==> src/rtl/nonce_result_scan.sv <==
//==============================================================================
// Module   : nonce_result_scan
// Scans the hash stage's H0 results; reports hit count, min hash, best nonce.
// Optional summary writeback when NONCE_SCAN_WRITEBACK_EN is defined.
// Revision : 1.0
//==============================================================================
`default_nettype none

module nonce_result_scan #(
  parameter int NUM_NONCES = 16
) (
  input  logic        clk,
  input  logic        reset_n,
  input  logic        start,
  input  logic [15:0] result_addr,
  input  logic [31:0] target,
  output logic        mem_clk,
  output logic        mem_we,
  output logic [15:0] mem_addr,
  output logic [31:0] mem_write_data,
  input  logic [31:0] mem_read_data,
  output logic        done,
  output logic        found,
  output logic [7:0]  hit_count,
  output logic [7:0]  best_nonce,
  output logic [31:0] best_hash
);

  localparam logic [7:0] c_last_idx = 8'(NUM_NONCES - 1);

  typedef enum logic [2:0] {
    S_IDLE  = 3'd0,
    S_SCAN  = 3'd1,
    S_DRAIN = 3'd2,
    S_WB0   = 3'd3,
    S_WB1   = 3'd4,
    S_FIN   = 3'd5
  } state_t;

  state_t      r_state;
  state_t      w_state_nxt;

  logic [15:0] r_addr;
  logic [31:0] r_target;
  logic [7:0]  r_issue_idx;
  logic        r_vld0;
  logic        r_vld1;
  logic [7:0]  r_idx0;
  logic [7:0]  r_idx1;
  logic        r_done;
  logic        r_found;
  logic [7:0]  r_hit_count;
  logic [7:0]  r_best_nonce;
  logic [31:0] r_best_hash;

  logic        w_hit;
  logic        w_better;
  logic        w_last_consume;
  logic        w_found_nxt;
  logic [7:0]  w_hit_count_nxt;
  logic [7:0]  w_best_nonce_nxt;
  logic [31:0] w_best_hash_nxt;

  assign mem_clk    = clk;
  assign mem_addr   = r_addr;
  assign done       = r_done;
  assign found      = r_found;
  assign hit_count  = r_hit_count;
  assign best_nonce = r_best_nonce;
  assign best_hash  = r_best_hash;

  // r_vld1/r_idx1 describe the word present on mem_read_data this cycle
  assign w_hit            = r_vld1 && (mem_read_data < r_target);
  assign w_better         = r_vld1 && (mem_read_data < r_best_hash);
  assign w_last_consume   = r_vld1 && (r_idx1 == c_last_idx);
  assign w_found_nxt      = r_found | w_hit;
  assign w_hit_count_nxt  = r_hit_count + {7'd0, w_hit};
  assign w_best_hash_nxt  = w_better ? mem_read_data : r_best_hash;
  assign w_best_nonce_nxt = w_better ? r_idx1 : r_best_nonce;

  always_comb begin
    w_state_nxt = r_state;
    case (r_state)
      S_IDLE:  if (start) w_state_nxt = S_SCAN;
      S_SCAN:  if (r_issue_idx == c_last_idx) w_state_nxt = S_DRAIN;
      S_DRAIN: begin
        if (w_last_consume) begin
`ifdef NONCE_SCAN_WRITEBACK_EN
          w_state_nxt = S_WB0;
`else
          w_state_nxt = S_FIN;
`endif
        end
      end
`ifdef NONCE_SCAN_WRITEBACK_EN
      S_WB0:   w_state_nxt = S_WB1;
      S_WB1:   w_state_nxt = S_FIN;
`endif
      S_FIN:   w_state_nxt = S_IDLE;
      default: w_state_nxt = S_IDLE;
    endcase
  end

  always_ff @(posedge clk or negedge reset_n) begin
    if (!reset_n) r_state <= S_IDLE;
    else          r_state <= w_state_nxt;
  end

  always_ff @(posedge clk or negedge reset_n) begin
    if (!reset_n) begin
      r_addr       <= 16'd0;
      r_target     <= 32'd0;
      r_issue_idx  <= 8'd0;
      r_vld0       <= 1'b0;
      r_vld1       <= 1'b0;
      r_idx0       <= 8'd0;
      r_idx1       <= 8'd0;
      r_done       <= 1'b0;
      r_found      <= 1'b0;
      r_hit_count  <= 8'd0;
      r_best_nonce <= 8'd0;
      r_best_hash  <= 32'hFFFF_FFFF;
    end else begin
      r_done <= (r_state == S_FIN);
      r_vld1 <= r_vld0;
      r_idx1 <= r_idx0;
      r_vld0 <= 1'b0;

      if (r_vld1) begin
        r_found      <= w_found_nxt;
        r_hit_count  <= w_hit_count_nxt;
        r_best_hash  <= w_best_hash_nxt;
        r_best_nonce <= w_best_nonce_nxt;
      end

      case (r_state)
        S_IDLE: begin
          if (start) begin
            r_target     <= target;
            r_found      <= 1'b0;
            r_hit_count  <= 8'd0;
            r_best_nonce <= 8'd0;
            r_best_hash  <= 32'hFFFF_FFFF;
            r_addr       <= result_addr;
            r_vld0       <= 1'b1;
            r_idx0       <= 8'd0;
            r_issue_idx  <= 8'd1;
          end
        end
        S_SCAN: begin
          r_addr      <= r_addr + 16'd1;
          r_vld0      <= 1'b1;
          r_idx0      <= r_issue_idx;
          r_issue_idx <= r_issue_idx + 8'd1;
        end
`ifdef NONCE_SCAN_WRITEBACK_EN
        // mem_addr rests on the last read address, so the summary slots follow it
        S_DRAIN: if (w_last_consume) r_addr <= r_addr + 16'd1;
        S_WB0:   r_addr <= r_addr + 16'd1;
`endif
        default: ;
      endcase
    end
  end

`ifdef NONCE_SCAN_WRITEBACK_EN
  logic        r_we;
  logic [31:0] r_wdata;

  always_ff @(posedge clk or negedge reset_n) begin
    if (!reset_n) begin
      r_we    <= 1'b0;
      r_wdata <= 32'd0;
    end else begin
      case (r_state)
        // last word is folded in on this same edge, so use the next-state stats
        S_DRAIN: begin
          if (w_last_consume) begin
            r_we    <= 1'b1;
            r_wdata <= {w_found_nxt, 7'd0, w_hit_count_nxt, 8'd0, w_best_nonce_nxt};
          end
        end
        S_WB0:   r_wdata <= r_best_hash;
        S_WB1:   r_we    <= 1'b0;
        default: ;
      endcase
    end
  end

  assign mem_we         = r_we;
  assign mem_write_data = r_wdata;
`else
  assign mem_we         = 1'b0;
  assign mem_write_data = 32'd0;
`endif

endmodule

`default_nettype wire

==> config.mk <==
export PLATFORM = sky130hd
export DESIGN_NAME = nonce_result_scan
export DESIGN_NICKNAME = d
export VERILOG_FILES = /design/src/rtl/nonce_result_scan.sv
export SDC_FILE = /design/constraint.sdc
export NUM_CORES = 1
export LEC_CHECK = 0
export CAP_MARGIN = 20
export CORE_ASPECT_RATIO = 2
export CORE_MARGIN = 4
export CORE_UTILIZATION = 45
export DETAILED_ROUTE_END_ITERATION = 6
export PLACE_DENSITY = 0.77
export SYNTH_ARGS = -nofsm -noshare
export SYNTH_HDL_FRONTEND = slang
export SYNTH_SLANG_ARGS = --single-unit
==> constraint.sdc <==
create_clock -name clk -period 2.4 [get_ports clk]
set_input_delay 0.72 -clock clk [delete_from_list [all_inputs] [get_ports clk]]
set_output_delay 0.72 -clock clk [all_outputs]
set_load 0.05 [all_outputs]
==> results.md <==
* Status: finished with violations
* Failing checks: negative setup slack
* Die Y at 187 µm
* Initial cell density of the core at between 40% and 50%
* Fin cells at 1243
* Post-DRT Antenna Nets at 0
* Pwr per Cell Area at 1400 mW/mm²
* Post-DP HPWL at 15.6 mm
* Starting DRT DRC Count at 254
* Drt pass-1 iters at 7
* Global-route wire length before repair at 36.8 mm
* Commonest non-fill, non-tap cell in the layout: buf_4
* Crit path launch type: flip-flop
* Final hold vios at 0
* Port bufs at ~150
* Worst EP arrival at between 3 and 4 ns
* Most used DFF post-synth: dfrtp_1
* Setup violators final at 47
* Full die area at roughly 0.018 mm²
* Actual slew at the worst max-slew pin at 0.576 ns
* Vias in the first global route at 7326
* Pleak at ~5.2 nW
* Critical path fanouts, max at 8
* Fin nets at 1175
* Final wirelength at 25.2 mm
* Post-layout min period at roughly 2.7 ns
* Critical Path End Type: flip-flop
* Worst Path Required at 2.84 ns
* Commonest non-fill, non-tap cells in the layout: 121 x buf_4, 95 x dfrtp_1, 80 x nand2_1
* Max Fclk at between 0.3 and 0.4 GHz
* Clk_lat worst skew at ~0.53 ns
* Final worst setup slack at -0.306 ns
* GR Overflow Total at 0
* Slew HR at between 60 and 70%
* Final Skew at 0.0140 ns
* Pre-CTS WS at -1.18 ns
* Chip width at about 100 µm
* DP Cell Count at 1168
* Ports at 183
* Hold_buf cts at 0
* RSZ-0062 raised after global routing: true
* Max-Cap Viols at 0
* Initial antenna violation count at 4
* Seq/Total Area, Yosys at roughly 45%
* Fraction of layout cells with a size suffix above 1 at 34.4%
* Row cnt at 65
* Clock-pin slew on the worst setup and hold paths at 0.06 ns
* Hold Crit Class: in -> async
* Max-slew violations at 0
* Post-synth ARST share at between 90% and 100%
* Area leader, netlist: dfrtp_1
* DR WL/cell at 20.3 µm
* Syn Std Cell Area at 0.00718 mm²
* Synth warnings at 0
* Synth top area cells: dfrtp_1 33%, dfstp_2 12%, ha_1 12%
* Count of cell types in the netlist at 51
* GPL Wtd Cong at 0.828
* Placeable Area at approximately 0.016 mm²
* Largest net degree at the start of global routing at 56
* Post-synthesis register bit count at 127
* CP Class: reg -> reg
* VDD IR max at 964 µV
* CTS tree: built
* Share of the synthesized area in the top cell type at about a third
* Synthesis-to-finish area growth at 54.4%
* Crit share post-route at 113%
* Tot GR Track Use at 25.6%
* Cells after synthesis at ~780
* Via density at 5.67
* DR DRC count at 0
* Post-synth EDFFs at 0
* Vias at about 7000
* Post-Syn Area per Cell at 9.23 µm²
[critical path, stage by stage, from the launching register on]
cell and delay, ns:
dfstp_2 0.54, inv_2 0.05, ha_4 0.25, a2111oi_4 0.45
a2111oi_4 0.12, buf_4 0.17, o41ai_4 0.48, buf_4 0.27
nand3_2 0.11, a21oi_1 0.16
[Yosys cell counts, types with 2 or more instances]
| master | number |
|---|---|
| a2111oi_4 | 2 |
| a21o_1 | 13 |
| a21oi_1 | 36 |
| a221o_1 | 7 |
| a221oi_1 | 3 |
| a31oi_1 | 3 |
| and2_1 | 2 |
| and3_1 | 2 |
| and4_1 | 4 |
| buf_1 | 4 |
| buf_2 | 6 |
| buf_4 | 34 |
| buf_6 | 4 |
| clkbuf_1 | 23 |
| dfrtp_1 | 95 |
| dfstp_2 | 32 |
| ha_1 | 66 |
| inv_1 | 68 |
| mux2i_1 | 5 |
| nand2_1 | 83 |
| nand2b_1 | 4 |
| nand3_1 | 89 |
| nand4_1 | 17 |
| nor2_1 | 26 |
| nor3_1 | 5 |
| nor3b_1 | 4 |
| nor4_1 | 3 |
| o211ai_1 | 6 |
| o21ai_0 | 87 |
| o21ai_1 | 15 |
| o311ai_0 | 5 |
| or2_2 | 2 |
| xor2_1 | 5 |
[layout make-up]
type	count	area (µm²)
antenna	3	7.51
clock buffer	23	533
clock inverter	13	163
fill	1140	4610
inverter	68	255
multi-input combinational	544	4110
sequential	127	3220
tap	201	251
timing repair buffer	264	2550
[state kept, by name (all words and copies together) (netlist names)]
register / count
best_hash: 32
r_target: 32
mem_addr: 16
best_nonce: 8
hit_count: 8
r_idx0: 8
r_idx1: 8
r_issue_idx: 8
r_state: 3
done: 1
found: 1
r_vld0: 1
r_vld1: 1
[where the power goes]
part	leakage, nW	switching (mW)	internal [mW]	total (mW)
clock	0.336	1.10	1.91	3.02
sequential	1.56	0.712	3.23	3.94
combinational	3.34	5.26	3.35	8.60
total	5.24	7.07	8.49	15.6
[logic make-up after synthesis]
group	after synthesis	share of synthesized area (%)
adder cells (fa/ha/maj)	66	11.5
other	1	0.0522
multiplexers	5	0.697
AND/OR/NAND/NOR	250	16.8
buffers and inverters	139	9.57
flip-flops	127	44.8
XOR/XNOR	5	0.610
AO/OA/AOI/OAI	185	15.9
[stage by stage]
step,hold WS [ns],power (mW),util (%),TNS (ns),instance area [µm²]
floorplan,0.331,8.47,-,-1.03,7350
finish,0.151,15.6,70.6,-8.72,11100
global placement,0.335,10.9,59.3,-41.76,9300
CTS,0.149,14.8,68.3,-6.59,10700
detailed placement,0.351,11.1,59.3,-42.67,9300
global route,0.171,16.4,70.6,-11.36,11100
[worst paths after layout]
path                                              from                 endpoint  slack (ns)  depth (start not counted)
worst max-delay path            best_hash[1]$_DFF_PN1_  best_nonce[5]$_DFF_PN0_       -0.31                          9
worst min-delay path                           reset_n  mem_addr[9]$_DFFE_PN0P_        0.15                          1
worst max register to register  best_hash[1]$_DFF_PN1_  best_nonce[5]$_DFF_PN0_       -0.31                          9
worst min register to register        r_vld0$_DFF_PN0_         r_vld1$_DFF_PN0_        0.36                          0
max in group asynchronous                      reset_n   best_hash[8]$_DFF_PN1_        1.52                          2
min in group clk                      r_vld0$_DFF_PN0_         r_vld1$_DFF_PN0_        0.36                          0
[layer usage]
| layer | global-route usage, % | vias up | part of all wire, % |
|---|---|---|---|
| met2 | 48.2 | 322 | 55 |
| met3 | 4.75 | 113 | 5.5 |
| li1 | - | 3176 | - |
| met4 | 17.6 | 2 | 7.4 |
| met5 | 0 | - | 0.052 |
| met1 | 24.4 | 3434 | 32 |
[timing repair]
item	in CTS	in global routing
pin swaps	116	46
cloned	7	4
resized for setup	198	63
setup endpoints to repair	77	50
setup buffers	17	11
(Power assumes the default switching activity.)
